$ cat config.mk
export PLATFORM = sky130hd
export DESIGN_NAME = mem_init_sink
export DESIGN_NICKNAME = d
export VERILOG_FILES = /design/src/rtl/mem_init_pkg.sv /design/src/rtl/mem_sdp_ram.sv /design/src/rtl/mem_init_sink.sv
export SDC_FILE = /design/constraint.sdc
export NUM_CORES = 1
export LEC_CHECK = 0
export ABC_AREA = 0
export BUFFER_PORTS_ARGS = -buffer_cell sky130_fd_sc_hd__buf_2
export CAP_MARGIN = 20
export CORE_MARGIN = 8
export CORE_UTILIZATION = 30
export CTS_CLUSTER_SIZE = 28
export DETAILED_ROUTE_END_ITERATION = 8
export GPL_TIMING_DRIVEN = 0
export SLEW_MARGIN = 5
export SYNTH_ARGS = -nofsm -noshare
export SYNTH_HDL_FRONTEND = slang
export SYNTH_SLANG_ARGS = --single-unit
export TNS_END_PERCENT = 30
$ cat constraint.sdc
create_clock -name clk -period 3.3 [get_ports clk]
set_input_delay 0.66 -clock clk [delete_from_list [all_inputs] [get_ports clk]]
set_output_delay 0.66 -clock clk [all_outputs]
set_load 0.01 [all_outputs]
$ cat src/rtl/mem_init_pkg.sv
// Shared types for the memory-init sink: controller states and
// the default fill pattern.
package mem_init_pkg;

    typedef enum logic [2:0] {
        ST_IDLE,
        ST_INIT,
        ST_CHECK,
        ST_READY,
        ST_FAIL
    } state_e;

    localparam logic [31:0] INIT_VALUE_DEF = 32'h0000_0000;

endpackage

$ cat src/rtl/mem_sdp_ram.sv
// Simple dual-port RAM: one write port, one registered read port,
// read-first on same-address collisions.
module mem_sdp_ram #(
    parameter int DATA_W = 32,
    parameter int ADDR_W = 5
) (
    input  logic              clk,
    input  logic              wr_en,
    input  logic [ADDR_W-1:0] wr_addr,
    input  logic [DATA_W-1:0] wr_data,
    input  logic              rd_en,
    input  logic [ADDR_W-1:0] rd_addr,
    output logic [DATA_W-1:0] rd_data
);

    logic [DATA_W-1:0] mem_q [2**ADDR_W];
    logic [DATA_W-1:0] rd_data_q;

    always_ff @(posedge clk) begin
        if (wr_en) begin
            mem_q[wr_addr] <= wr_data;
        end
        if (rd_en) begin
            rd_data_q <= mem_q[rd_addr];
        end
    end

    assign rd_data = rd_data_q;

endmodule

$ cat src/rtl/mem_init_sink.sv
// Consumes the init-sequencer stream, fills and verifies the RAM,
// then hands the RAM over to the user read/write port.
module mem_init_sink
    import mem_init_pkg::*;
#(
    parameter int                DATA_W     = 32,
    parameter int                ADDR_W     = 5,
    parameter logic [DATA_W-1:0] INIT_VALUE = DATA_W'(INIT_VALUE_DEF)
) (
    input  logic              clk,
    input  logic              rst_n,
    input  logic              init_valid,
    input  logic [31:0]       init_addr,
    input  logic              init_done,
    input  logic              inj_err,
    input  logic              user_wr_en,
    input  logic [ADDR_W-1:0] user_wr_addr,
    input  logic [DATA_W-1:0] user_wr_data,
    input  logic              user_rd_en,
    input  logic [ADDR_W-1:0] user_rd_addr,
    output logic [DATA_W-1:0] user_rd_data,
    output logic              user_rd_valid,
    output logic              mem_ready,
    output logic              check_err,
    output logic [ADDR_W:0]   err_count
);

    localparam int              DEPTH   = 2**ADDR_W;
    localparam logic [ADDR_W:0] DEPTH_C = (ADDR_W+1)'(DEPTH);
    localparam logic [ADDR_W:0] ONE_C   = (ADDR_W+1)'(1);
    localparam logic [DATA_W-1:0] LSB_C = DATA_W'(1);

    state_e          state_q, state_d;
    logic            done_q;
    logic [ADDR_W:0] chk_cnt_q, chk_cnt_d;
    logic            cmp_pend_q, cmp_pend_d;
    logic [ADDR_W:0] err_cnt_q, err_cnt_d;
    logic            check_err_q, check_err_d;
    logic            rd_valid_q, rd_valid_d;

    logic              ram_wr_en;
    logic [ADDR_W-1:0] ram_wr_addr;
    logic [DATA_W-1:0] ram_wr_data;
    logic              ram_rd_en;
    logic [ADDR_W-1:0] ram_rd_addr;
    logic [DATA_W-1:0] ram_rd_data;

    logic            init_hit;
    logic            done_rise;
    logic            mismatch;
    logic [ADDR_W:0] err_inc;

    assign init_hit  = init_valid && (init_addr < 32'(DEPTH));
    assign done_rise = init_done && !done_q;
    assign mismatch  = cmp_pend_q && (ram_rd_data != INIT_VALUE);
    assign err_inc   = (err_cnt_q == DEPTH_C) ? err_cnt_q
                                              : err_cnt_q + ONE_C;

    always_comb begin
        state_d     = state_q;
        chk_cnt_d   = chk_cnt_q;
        cmp_pend_d  = 1'b0;
        err_cnt_d   = err_cnt_q;
        check_err_d = check_err_q;
        rd_valid_d  = 1'b0;
        ram_wr_en   = 1'b0;
        ram_wr_addr = user_wr_addr;
        ram_wr_data = user_wr_data;
        ram_rd_en   = 1'b0;
        ram_rd_addr = user_rd_addr;

        // Init writes land in every state; they also force INIT.
        if (init_hit) begin
            ram_wr_en   = 1'b1;
            ram_wr_addr = init_addr[ADDR_W-1:0];
            ram_wr_data = inj_err ? (INIT_VALUE ^ LSB_C) : INIT_VALUE;
        end

        unique case (state_q)
            ST_IDLE: begin
                if (init_valid) state_d = ST_INIT;
            end
            ST_INIT: begin
                if (done_rise) begin
                    state_d     = ST_CHECK;
                    chk_cnt_d   = '0;
                    err_cnt_d   = '0;
                    check_err_d = 1'b0;
                end
            end
            ST_CHECK: begin
                if (init_valid) begin
                    state_d = ST_INIT;
                end else begin
                    ram_rd_en   = chk_cnt_q < DEPTH_C;
                    ram_rd_addr = chk_cnt_q[ADDR_W-1:0];
                    cmp_pend_d  = ram_rd_en;
                    chk_cnt_d   = chk_cnt_q + ONE_C;
                    if (mismatch) err_cnt_d = err_inc;
                    if (chk_cnt_q == DEPTH_C) begin
                        check_err_d = (err_cnt_d != '0);
                        state_d     = (err_cnt_d == '0) ? ST_READY
                                                        : ST_FAIL;
                    end
                end
            end
            ST_READY: begin
                ram_rd_en  = user_rd_en;
                rd_valid_d = user_rd_en;
                if (init_valid) begin
                    state_d = ST_INIT;
                end else if (user_wr_en) begin
                    ram_wr_en = 1'b1;
                end
            end
            ST_FAIL: begin
                if (init_valid) state_d = ST_INIT;
            end
            default: state_d = ST_IDLE;
        endcase
    end

    always_ff @(posedge clk or negedge rst_n) begin
        if (!rst_n) begin
            state_q     <= ST_IDLE;
            done_q      <= 1'b0;
            chk_cnt_q   <= '0;
            cmp_pend_q  <= 1'b0;
            err_cnt_q   <= '0;
            check_err_q <= 1'b0;
            rd_valid_q  <= 1'b0;
        end else begin
            state_q     <= state_d;
            done_q      <= init_done;
            chk_cnt_q   <= chk_cnt_d;
            cmp_pend_q  <= cmp_pend_d;
            err_cnt_q   <= err_cnt_d;
            check_err_q <= check_err_d;
            rd_valid_q  <= rd_valid_d;
        end
    end

    mem_sdp_ram #(
        .DATA_W (DATA_W),
        .ADDR_W (ADDR_W)
    ) u_ram (
        .clk     (clk),
        .wr_en   (ram_wr_en),
        .wr_addr (ram_wr_addr),
        .wr_data (ram_wr_data),
        .rd_en   (ram_rd_en),
        .rd_addr (ram_rd_addr),
        .rd_data (ram_rd_data)
    );

    // Read data is zeroed when not qualified so reset and idle are clean.
    assign user_rd_data  = rd_valid_q ? ram_rd_data : '0;
    assign user_rd_valid = rd_valid_q;
    assign mem_ready     = (state_q == ST_READY);
    assign check_err     = check_err_q;
    assign err_count     = err_cnt_q;

endmodule

==> flow_summary.yaml <==
run_status:
  outcome: "completed"
yosys:
  number_of_flops_mapped_to_enable_cells_by_yosys: 1056
  proportion_of_netlist_area_held_by_the_largest_area_contributor_pct: 75.2
  synth.ff_latch_count: 1075
  yosys-top-cells-area: "edfxtp_1 (75%), nand2_1 (7.0%), nand3_1 (3.2%)"
  synth-main-ff-cell: "edfxtp_1"
  number_of_cells_produced_by_synthesis: 2975
  synth_sequential_area_ratio_pct: 76.3
  yosysWarnings: 0
  post-synth-top-area-cell: "edfxtp_1"
  synthArstFlopShare_pct: 1.77
  ys_types: 47
  synthesis.area_mm2: 0.0422
  synthesis.nets: 3060
  syn_avg_cell_area_um2: 14.2
power_and_ir_drop:
  vdd_drop_max_mv: 0.363
  p_clk_share_pct: 39.6
  p_switching_w: 0.00707
  power.static_leakage_nw: 17.2
  cell_internal_pwr_w: 0.0224
  p_seq_share_pct: 51.5
  power_density_mw_per_mm2: 574
  sw_frac_of_total_pct: 24.0
  combPwrFrac_pct: 8.8
run:
  cap_violations: 0
setup_path:
  worst_setup_path_start_kind: "register"
  setup.reg_to_reg.worst_slack_ns: 0.02
  critical_path_buf_inv_count: 5
  crit_chain: "buf_2, or4b_1, buf_4, or3_1, o31ai_2, buf_4, buf_12, buf_2, a32oi_1, a31oi_2, nor4_1"
  slowest_stage: "or4b_1"
  critical_path_cell_count: 11
  cp.required_ns: 3.70
  length_in_cells_of_the_worst_reg_to_reg_path: 11
  crit_path_max_incr_delay_ns: 0.48
  critPathArrivalTime_ns: 3.68
  worst_setup_path_end_kind: "register"
  worstSetupPathType: "register to register"
  cp_max_fo: 10
  critical_path.top_delay_family: "buffers and inverters"
routing:
  wl_per_cell_um: 25.4
  remaining_drc_errors: 0
  violation_count_after_the_first_detailed_routing_iteration: 3473
  detail_route.vias_per_cell: 5.22
  first_pass_iters: 6
  wl_um: 134000
  number_of_vias_after_detailed_routing: 27500
  ant_nets: 0
clock_network:
  cts.sink_count: 1075
  max-clock-path-buffers: 3
  cts_tree: "yes"
  cts_buffer_count: 108
  clk_pin_slew_worst_paths_ns: 0.06
  cts.root.buffer_cell: "clkbuf_16"
  clk-insertion-delay-late_ns: 0.69
  cts-htree-levels: 3
die:
  io_pins: 122
  chipHeight_um: 391
  placementRows: 137
  dieWidth_um: 391
  core_area_mm2: 0.140
  effective_utilization_at_floorplan_pct: 30.2
  dieArea_mm2: 0.153
timing:
  max_clock_freq_mhz: 305
  clock_skew_after_layout_ns: 0.0309
  fin_setup_tns_ns: 0
  max-slew-margin-rel_pct: 21.6
  timing_worst_slew_pin_value_ns: 1.18
  min_period_ns: 3.28
  fin_crit_sh_pct: 99.5
  timing_hold_violations_final: 0
  rsz_0062_raised_after_global_routing: "true"
  maxSlewViolCount: 0
  finalSetupViolCount: 0
grt:
  globalRoute.totalOverflow: 0
  grt_max_degree: 33
  first_global_vias: 26700
  grt_antenna_before_repair: 3
  global_route_wire_length_before_repair_um: 189000
  grt_use_total_pct: 16.8
cells_and_area:
  filler_cell_count: 13100
  drive_above_1_share_pct: 19.5
  area_delta_synth_final_pct: 21.7
  final-seq-area_mm2: 0.0322
  net_count_reported_at_finish: 3392
  multi_input_gate_area_in_the_final_layout_mm2: 0.0100
  stdcell_area_mm2: 0.0513
placed_design:
  gp_congestion: 0.853
  placement.cell_area_mm2: 0.0467
  hpwlAfterDp_um: 92900
  io_buffers: 121
hold_path:
  class_of_the_most_critical_hold_timing_path: "input pin to register"
  hold_path_depth: 1
-- cells in the mapped netlist, drive strengths merged (2+ instances only) --
cell type / number
a22o: 3
o22ai: 4
a41oi: 3
ha: 4
o21ai: 17
nor2b: 34
nand2: 787
inv: 11
buf: 79
a32oi: 129
nor4: 49
a21oi: 8
nor4b: 5
and2: 34
nor3: 7
nand3: 266
or3: 2
nor3b: 5
clkbuf: 104
mux2: 2
nand4: 5
nor2: 44
a21o: 2
nand3b: 3
o31ai: 2
mux2i: 130
o21a: 2
a31oi: 140
dfrtp: 19
and3: 4
nand2b: 5
edfxtp: 1056
-- sequential cells by signal (all words and copies together) (netlist names) --
register       flops
u_ram.rd_data     32
err_count          6
u_ram.mem_q     1024
state_q            3
done_q             1
user_rd_valid      1
cmp_pend_q         1
chk_cnt_q          6
check_err          1
-- cell usage in the layout, fill, tap and decap left out, types with 7 or more instances in the layout --
cell          n
nor4_1       43
clkbuf_2     57
a32oi_1     125
a21oi_1       7
a31oi_2      33
nand3_1     266
buf_2       167
edfxtp_1   1056
a31oi_1      96
dfrtp_1      19
nor2_1       11
clkbuf_1     41
and2_1       34
nand2_1     787
clkbuf_16   112
buf_12       43
inv_1        11
nor2b_4       9
clkinv_2     19
mux2i_1     129
nor3_1        7
nor2_4       33
a31oi_4      11
clkbuf_4     26
buf_8        21
o21ai_0      16
nor2b_2      22
buf_16       13
buf_6         7
clkinv_1     27
buf_4        52
-- layout make-up --
class | count | share of cell area [%]
plain buffers | 181 | 2.15
clock buffers | 139 | 5.69
diodes | 5 | 0.0244
flip-flops and latches | 1075 | 62.7
well taps | 1876 | 4.57
repair buffers | 224 | 4.50
multi-input cells | 1706 | 19.5
clock inverters | 56 | 0.758
inverters | 11 | 0.0804
-- path summary, 6_finish.rpt --
path,from,to
max,state_q[0],u_ram.rd_data[9]
min,init_done,done_q
max reg2reg,state_q[0],u_ram.rd_data[9]
min reg2reg,check_err,check_err
max in group asynchronous,rst_n,chk_cnt_q[3]
min in group asynchronous,rst_n,chk_cnt_q[1]
-- stage by stage --
stage	hold WS [ns]	worst slack (ns)	std cells	utilization (%)	total power [W]
after detailed placement	0.502	-1.65	5030	33.5	0.0179
after floorplan	0.364	-0.315	2975	-	0.0167
after CTS	0.0667	0.00266	5264	36.6	0.0295
after global placement	0.497	-3.54	4972	32.4	0.0178
final	0.103	0.0179	5273	36.8	0.0295
after global routing	0.0926	-0.0110	5268	36.8	0.0302
-- worst register-to-register path: cells and delay by family, from the launching register on --
| kind | cells | cell delay (ns) |
|---|---|---|
| AO/OA/AOI/OAI | 3 | 0.74 |
| buffers and inverters | 5 | 0.99 |
| flip-flops | 1 | 0.35 |
| AND/OR/NAND/NOR | 3 | 0.95 |
-- power groups by stage --
stage / Combinational (W) / Clock [W] / Sequential (W)
floorplan: 0.00126 / 0 / 0.0154
global placement: 0.00228 / 0 / 0.0155
detailed placement: 0.00241 / 0 / 0.0155
CTS: 0.00254 / 0.0118 / 0.0152
global route: 0.00274 / 0.0123 / 0.0152
finish: 0.00261 / 0.0117 / 0.0152
-- routing by layer --
| metal | GRT usage [%] | share of wire, % | vias to the layer above |
|---|---|---|---|
| li1 | - | - | 11900 |
| met1 | 21.7 | 38 | 13900 |
| met2 | 28.7 | 49 | 1457 |
| met3 | 2.91 | 9.8 | 221 |
| met4 | 5.49 | 3.2 | 2 |
| met5 | 0 | 0.0089 | - |
-- cell families (layout without fill, tap and decap cells) --
kind of cell | after synthesis | count (layout) | share of synthesized area (%)
multiplexers | 132 | 132 | 3.17
buffers and inverters | 194 | 611 | 2.04
flip-flops | 1075 | 1075 | 76.3
other | 0 | 5 | 0
adder cells (fa/ha/maj) | 4 | 4 | 0.119
AND/OR/NAND/NOR | 1255 | 1255 | 12.9
XOR/XNOR | 1 | 1 | 0.0208
AO/OA/AOI/OAI | 314 | 314 | 5.43
-- timing repair --
item / CTS / global route
gates resized for setup: 194 / 54
hold buffers: 1 / 0
pin swaps: 21 / 6
setup endpoints to repair: 2048 / 60
cloned: 0 / 0
buffers inserted: 39 / 4
endpoints found under the hold margin: 19 / 0
Note: power is estimated with default switching activity, not from simulation.
